--- src/rtl/fa.sv ---
// Single-bit full adder cell: S = A ^ B ^ Cin, Cout = majority(A, B, Cin).
module fa (
    input  logic A,
    input  logic B,
    input  logic Cin,
    output logic S,
    output logic Cout
);
    assign S    = A ^ B ^ Cin;
    assign Cout = (A & B) | (Cin & (A ^ B));
endmodule

--- src/rtl/serial_add_ctrl.sv ---
// Bit-serial adder controller: LSB-first addition of a + b + cin through one
// time-shared full-adder cell, with a start/busy/done handshake.
module serial_add_ctrl #(
    parameter int WIDTH = 8
) (
    input  logic             clk,
    input  logic             rst,
    input  logic             start,
    input  logic [WIDTH-1:0] a,
    input  logic [WIDTH-1:0] b,
    input  logic             cin,
    output logic             busy,
    output logic             done,
    output logic [WIDTH-1:0] sum,
    output logic             cout
);
    localparam int CNT_W = $clog2(WIDTH) + 1;
    localparam logic [CNT_W-1:0] LAST_CNT = CNT_W'(WIDTH - 1);

    typedef enum logic {
        S_IDLE  = 1'b0,
        S_SHIFT = 1'b1
    } state_t;

    state_t           r_state;
    logic [WIDTH-1:0] r_a_sh;
    logic [WIDTH-1:0] r_b_sh;
    logic [WIDTH-1:0] r_acc;
    logic [WIDTH-1:0] r_sum;
    logic             r_carry;
    logic             r_cout;
    logic             r_done;
    logic [CNT_W-1:0] r_cnt;

    logic             w_s;
    logic             w_cout;
    logic [WIDTH-1:0] w_acc_next;

    fa u_fa (
        .A    (r_a_sh[0]),
        .B    (r_b_sh[0]),
        .Cin  (r_carry),
        .S    (w_s),
        .Cout (w_cout)
    );

    // Sum bits enter at the MSB so that after WIDTH shifts bit i lands at position i.
    generate
        if (WIDTH == 1) begin : g_acc_w1
            assign w_acc_next = w_s;
        end else begin : g_acc_wn
            assign w_acc_next = {w_s, r_acc[WIDTH-1:1]};
        end
    endgenerate

    always_ff @(posedge clk) begin
        if (rst) begin
            r_state <= S_IDLE;
            r_a_sh  <= '0;
            r_b_sh  <= '0;
            r_acc   <= '0;
            r_sum   <= '0;
            r_carry <= 1'b0;
            r_cout  <= 1'b0;
            r_done  <= 1'b0;
            r_cnt   <= '0;
        end else begin
            r_done <= 1'b0;
            case (r_state)
                S_IDLE: begin
                    if (start) begin
                        r_a_sh  <= a;
                        r_b_sh  <= b;
                        r_carry <= cin;
                        r_acc   <= '0;
                        r_cnt   <= '0;
                        r_state <= S_SHIFT;
                    end
                end
                S_SHIFT: begin
                    r_a_sh  <= r_a_sh >> 1;
                    r_b_sh  <= r_b_sh >> 1;
                    r_acc   <= w_acc_next;
                    r_carry <= w_cout;
                    r_cnt   <= r_cnt + 1'b1;
                    if (r_cnt == LAST_CNT) begin
                        r_sum   <= w_acc_next;
                        r_cout  <= w_cout;
                        r_done  <= 1'b1;
                        r_state <= S_IDLE;
                    end
                end
                default: r_state <= S_IDLE;
            endcase
        end
    end

    assign busy = (r_state == S_SHIFT);
    assign done = r_done;
    assign sum  = r_sum;
    assign cout = r_cout;
endmodule
--- config.mk ---
export PLATFORM = sky130hd
export DESIGN_NAME = serial_add_ctrl
export DESIGN_NICKNAME = d
export VERILOG_FILES = /design/src/rtl/fa.sv /design/src/rtl/serial_add_ctrl.sv
export SDC_FILE = /design/constraint.sdc
export NUM_CORES = 1
export LEC_CHECK = 0
export BUFFER_PORTS_ARGS = -buffer_cell sky130_fd_sc_hd__buf_2
export CAP_MARGIN = 20
export CORE_MARGIN = 3
export CORE_UTILIZATION = 35
export DETAILED_ROUTE_END_ITERATION = 10
export SYNTH_ARGS = -nofsm -noshare
export SYNTH_HDL_FRONTEND = slang
export SYNTH_SLANG_ARGS = --single-unit
--- constraint.sdc ---
create_clock -name clk -period 1.6 [get_ports clk]
set_input_delay 0.16 -clock clk [delete_from_list [all_inputs] [get_ports clk]]
set_output_delay 0.16 -clock clk [all_outputs]
set_load 0.05 [all_outputs]
==> run summary, run 1 <==
status - finished clean
fin cells - 235
Die H - 74.9 microns
Peak VDD IR - 0.000537 V
Crit path required time - 1.78 ns
clock slew at reported path FFs - 0.07 ns
Resized cells post-CTS - 0
synthesized area - 1660 sq um
Post-Syn Instances - 151
gr ovfl total - 0
Nets - 204
Worst Setup Start Kind - register
DP Wirelength - 2210 microns
die width - 74.9 microns
placed insts - 227
CTS tree - yes
CP Class - reg2reg
area share of the largest cell type after synthesis - 47.0%
first-pass GRT wire length - 5190 microns
WL per Instance - 13.1 microns
sequential-to-total area share from yosys stat - 47.0%
Area growth syn-to-layout - 17.2%
initial antenna violation count - 0
Yosys reg bits - 39
worst min path class - in2reg
post-synth top area cell - dfxtp_1
power per cell area - 1010 nW/um^2
RSZ-0062 raised after global routing - no
Synth area leaders - dfxtp_1 (47%), mux2i_1 (11%), mux2_4 (6.3%)
Tightest Pin Transition - 0.383 ns
Synth cell types - 26
leak pwr - 0.862 nW
max-cap violation count - 0
WP data arrival - 1.59 ns
Total Power - 1.96 mW
Post-DRT Antenna Nets - 0
Syn Nets - 173
Port-buffer cells - 30
Post-CTS Setup Bufs - 0
Clock Sinks - 39
initial DRC count - 45
max-slew violations - 0
Worst setup EP type - register
DRC - 0
clock tree buffer depth - 2
GRT Total Usage - 12.2%
largest net degree at the start of global routing - 42
# IOs - 31
via/cell ratio - 4.94
final-report hold violation count - 0
clk_lat worst skew - 0.29 ns
Avg Inst Size Synth - 11.0 sq um
Starting Density - 37.1%
CTS hold repair buffers - 0
Num CTS Buffers - 5
DIE AREA - 5610 sq um
core area - 4470 sq um
Fmax - 0.708 GHz
vias in the first global route - 1158
layout cell share with drive strength beyond 1 - 35.0%
router iterations before antenna repair - 4
fillers - 438
minimum clock period - 1.41 ns
Rel. slew slack - 74.4%
setup TNS - 0 ns
largest fanout on the critical path - 6
routed via count - 1162
H-tree depth - 2
diode count - 0
WL final - 3080 microns
clk_skew - 0.00416 ns
Setup-failing EPs final - 0
Clock Tree Root - clkbuf_8
cell row count - 24
Synth Warn # - 0
gpl congestion - 0.679
Period Utilization, post-route - 88.3%
layout by cell type, fill, tap and decap left out, drive strengths merged, types with 3 or more instances in the layout:
| master | count |
|---|---|
| nor3 | 3 |
| a22o | 9 |
| mux2i | 18 |
| clkbuf | 8 |
| nor2 | 26 |
| dfxtp | 39 |
| buf | 36 |
| nor3b | 8 |
| a21oi | 11 |
| mux2 | 15 |
Yosys cell counts (all sizes together):
master and n:
nor2 26, nor3b 8, a22o 9, inv 1, nor3 3, a41oi 1
nor2b 1, a21oi 11, dfxtp 39, buf 12, nand3 1, ha 1
fa 1, mux2i 18, nand4b 1, and2b 1, mux2 15, a211oi 1
o21ai 1
per-stage QoR:
| stage | setup WS, ns | hold slack [ns] | util [%] | area (sq um) |
|---|---|---|---|---|
| after floorplan | 0.0529 | 0.279 | - | 1660 |
| after global placement | 0.250 | 0.441 | 41.2 | 1850 |
| after detailed placement | 0.208 | 0.457 | 41.2 | 1850 |
| after CTS | 0.196 | 0.145 | 43.5 | 1950 |
| after global routing | 0.0829 | 0.157 | 43.5 | 1950 |
| final | 0.188 | 0.154 | 43.5 | 1950 |
sequential cells by signal (all words and copies together), names as in the netlist:
register / flops
busy: 1
done: 1
cout: 1
r_carry: 1
r_b_sh: 8
sum: 8
r_cnt: 4
r_a_sh: 8
r_acc: 7
routing by layer:
layer	part of all wire, %	vias to the layer above	routed length (microns)	GRT usage, %
met4	1.1	0	34	4.74
li1	-	596	-	-
met5	0	-	0	0
met1	45	531	1400	14.6
met3	5.5	5	169	3.74
met2	48	30	1480	20.3
where the power goes:
part | internal [mW] | switching [mW] | total, mW | leakage, nW
Clock | 0.393 | 0.324 | 0.717 | 0.0515
Combinational | 0.110 | 0.101 | 0.211 | 0.493
Sequential | 1.00 | 0.0226 | 1.03 | 0.318
worst max-delay path, cell delays in order (launching register included):
cell      delay (ns)
dfxtp_1         0.40
ha_1            0.23
nand4b_2        0.14
nor2b_1         0.16
buf_4           0.16
a22o_1          0.22
cell type report:
type	count	area (sq um)	area share, %
multi-input cells	99	787	40.5
flip-flops and latches	39	782	40.2
clock buffers	8	100	5.14
inverters	1	3.75	0.193
well taps	52	65.1	3.34
repair buffers	36	208	10.7
final timing paths:
path,start,endpoint,slack (ns),cells past startpoint
setup / recovery,r_cnt[0],sum[0],0.19,5
hold / removal,rst,r_acc[3],0.15,2
setup reg to reg,r_cnt[0],sum[0],0.19,5
hold reg to reg,r_acc[1],sum[0],0.47,1
cell families (layout without fill, tap and decap cells):
kind of cell	Yosys count	count (layout)	share of synthesized area, %
and+or+nand+nor	41	41	13.5
adders and majority gates	2	2	1.96
AOI/OAI and AO/OA	23	23	9.34
muxes	33	33	22.6
DFF	39	39	47.0
buffers and inverters	13	45	5.58
Power figures use the tool's default switching activity.
==> run 2: changes to the inputs <==
--- a/config.mk
+++ b/config.mk
@@ -12,4 +12,5 @@
 export DETAILED_ROUTE_END_ITERATION = 10
 export SYNTH_ARGS = -nofsm -noshare
 export SYNTH_HDL_FRONTEND = slang
+export SYNTH_HIERARCHICAL = 1
 export SYNTH_SLANG_ARGS = --single-unit
==> run 2 against run 1 <==
  * Combinational power is 2% lower
  * Critical path depth decreased by 1
  * Fmax rose by 4.0%
  * Sequential power hardly changed
  * Via count increased by 6.4%
  * Global-route usage decreased by 0.47 points
  * Register-to-register slack better by 0.05 ns
  * Flip-flop and latch count unchanged
  * First-iteration DRC count increased by 31%
  * Largest power group unchanged
  * Highest routed layer unchanged
==> run summary, run 2 <==
WP data arrival - 1.58 ns (was 1.59 ns)
gpl congestion - 0.694 (was 0.679)
met3 Use GR - 4.02% (was 3.74%)
post-synth top area cell - dfxtp_1 (unchanged)
Worst Setup Start Kind - register (unchanged)
WL final - 3210 microns (was 3080 microns)
Area growth syn-to-layout - 16.8% (was 17.2%)
Synth area leaders - dfxtp_1 (45%), mux2i_1 (10%), mux2_4 (6.1%) (was dfxtp_1 (47%), mux2i_1 (11%), mux2_4 (6.3%))
DP Wirelength - 2190 microns (was 2210 microns)
Slowest cell on crit path - and4b_1 (was dfxtp_1)
initial antenna violation count - 0 (unchanged)
CTS hold repair buffers - 0 (unchanged)
Period Utilization, post-route - 84.9% (was 88.3%)
leak pwr - 0.849 nW (was 0.862 nW)
Synth cell types - 24 (was 26)
R2R setup slack - 0.24 ns (was 0.19 ns)
most common cell in the synthesized netlist - dfxtp_1 (unchanged)
critical-path cell list - ha_1 -> and4b_1 -> nand2_1 -> a21oi_1 (was ha_1 -> nand4b_2 -> nor2b_1 -> buf_4 -> a22o_1)
final-report hold violation count - 0 (unchanged)
die width - 76.3 microns (was 74.9 microns)
RR Startpoint - r_cnt[0] (unchanged)
final worst setup slack - 0.242 ns (was 0.188 ns)
ys flop type - dfxtp_1 (unchanged)
Synth Warn # - 6 (was 0)
critical path's largest stage delay - 0.45 ns (was 0.40 ns)
Nets - 223 (was 204)
diode count - 0 (unchanged)
CP Class - reg2reg (unchanged)
synthesized area - 1730 sq um (was 1660 sq um)
Post-Syn Instances - 170 (was 151)
Crit path required time - 1.82 ns (was 1.78 ns)
clk_lat worst skew - 0.29 ns (about the same)
Post-CTS Setup Bufs - 0 (unchanged)
cell row count - 24 (unchanged)
R2R Path End - sum[6] (was sum[0])
commonest non-fill, non-tap cell in the layout - dfxtp_1 (unchanged)
Die H - 76.3 microns (was 74.9 microns)
hold_sp - b[7] (was rst)
largest fanout on the critical path - 10 (was 6)
clk_skew - 0.00443 ns (was 0.00416 ns)
Clock Tree Root - clkbuf_8 (unchanged)
Async S/R FF share, synth - 0% (unchanged)
minimum clock period - 1.36 ns (was 1.41 ns)
fin cells - 267 (was 235)
Worst setup EP type - register (unchanged)
Post-synth EDFFs - 0 (unchanged)
# IOs - 31 (unchanged)
clock slew at reported path FFs - 0.08 ns (was 0.07 ns)
first-pass GRT wire length - 5580 microns (was 5190 microns)
Setup-failing EPs final - 0 (unchanged)
DIE AREA - 5830 sq um (was 5610 sq um)
sequential-to-total area share from yosys stat - 45.1% (was 47.0%)
Tightest Pin Transition - 0.444 ns (was 0.383 ns)
worst min path class - in2reg (unchanged)
CTS tree - yes (unchanged)
routed via count - 1236 (was 1162)
DRC - 0 (unchanged)
worst reg2reg path depth - 4 (was 5)
Rel. slew slack - 70.4% (was 74.4%)
max-cap violation count - 0 (unchanged)
core area - 4560 sq um (was 4470 sq um)
clock tree buffer depth - 2 (unchanged)
Post-synth top cells - dfxtp_1 (39), nor2_1 (25), a21oi_1 (20), mux2i_1 (18), nand2_1 (18) (was dfxtp_1 (39), nor2_1 (25), mux2i_1 (18), a21oi_1 (11), a22o_1 (9))
Crit path buffers/inverters - 0 (was 1)
vias in the first global route - 1229 (was 1158)
Port-buffer cells - 30 (unchanged)
post-place setup slack - 0.232 ns (was 0.208 ns)
Num CTS Buffers - 5 (unchanged)
commonest cells after routing, fill and taps aside - dfxtp_1 (38), buf_2 (30), nor2_1 (25) (unchanged)
largest net degree at the start of global routing - 40 (was 42)
via/cell ratio - 4.63 (was 4.94)
Yosys reg bits - 39 (unchanged)
H-tree depth - 2 (unchanged)
Worst Hold Depth - 3 (was 2)
Resized cells post-CTS - 0 (unchanged)
Syn Nets - 192 (was 173)
Starting Density - 37.9% (was 37.1%)
Post-DRT Antenna Nets - 0 (unchanged)
M2 GR Usage - 19.2% (was 20.3%)
GR Util met1 - 14.4% (was 14.6%)
Clock Sinks - 39 (unchanged)
max-slew violations - 0 (unchanged)
status - finished clean (unchanged)
power per cell area - 1010 nW/um^2 (about the same)
placed insts - 259 (was 227)
area share of the largest cell type after synthesis - 45.1% (was 47.0%)
initial DRC count - 59 (was 45)
layout cell share with drive strength beyond 1 - 34.7% (was 35.0%)
Fmax - 0.736 GHz (was 0.708 GHz)
gr ovfl total - 0 (unchanged)
setup TNS - 0 ns (unchanged)
RSZ-0062 raised after global routing - no (unchanged)
GRT Total Usage - 11.7% (was 12.2%)
Crit path max-delay family - simple AND/OR/NAND/NOR gates (was flip-flops)
busiest grt layer - met2 (unchanged)
router iterations before antenna repair - 4 (unchanged)
WL per Instance - 12.0 microns (was 13.1 microns)
fin util - 44.3% (was 43.5%)
Peak VDD IR - 0.000537 V (about the same)
Avg Inst Size Synth - 10.2 sq um (was 11.0 sq um)
WHS Endpoint - r_b_sh[7] (was r_acc[3])
-- run 2: cell types whose count changed after synthesis, sizes merged, moves of 2 or more --
cell,change
clkbuf,+3
a21oi,+9
buf,-2
nand2,+18
a22o,-9
-- run 2: tightest hold or removal path: cells and delay by family --
family                 cells  cell delay (ns)
buffers and inverters      1             0.07
multiplexers               1             0.06
AND/OR/NAND/NOR            1             0.11
-- run 2: logic make-up after synthesis --
family,synth area share [%]
flip-flops,45.1
adder cells (fa/ha/maj),1.88
AND/OR/NAND/NOR,18.0
AO/OA/AOI/OAI,7.01
buffers and inverters,6.36
multiplexers,21.7
-- run 2: worst max path at each step --
stage / from / to / cells after the start
final: r_cnt[0] / sum[6] / 4
after floorplan: busy / r_a_sh[0] / 4
after global routing: r_cnt[0] / sum[1] / 4
after detailed placement: r_cnt[0] / sum[0] / 4
after CTS: r_cnt[0] / sum[0] / 4
after global placement: r_cnt[0] / sum[5] / 4
-- run 2: layer usage --
| layer | part of all wire [%] | wire length [microns] |
|---|---|---|
| met4 | 0.90 | 29 |
| met2 | 46 | 1480 |
| met3 | 3.8 | 123 |
| met5 | 0 | 0 |
| met1 | 49 | 1580 |
-- run 2: through the flow --
stage	cell area (sq um)	total power, mW	hold slack, ns
2_1_floorplan	1730	1.22	0.355
3_3_place_gp	1910	1.26	0.438
3_5_place_dp	1910	1.26	0.445
4_1_cts	2020	2.09	0.162
5_1_grt	2020	2.15	0.170
6_report	2020	2.05	0.161
-- run 2: area by class of cell --
class / instances / area [sq um]
repair buffers: 37 / 203
fillers: 471 / 2540
inverters: 1 / 3.75
clock buffers: 5 / 68.8
multi-input cells: 117 / 841
well taps: 65 / 81.3
flip-flops and latches: 39 / 782
clock inverters: 3 / 43.8
-- run 2: power by group --
group          internal, mW  leakage (nW)  total, mW  switching, mW
combinational         0.105         0.474      0.206          0.101
sequential             1.00         0.318       1.03         0.0232
clock                 0.464        0.0581      0.818          0.354
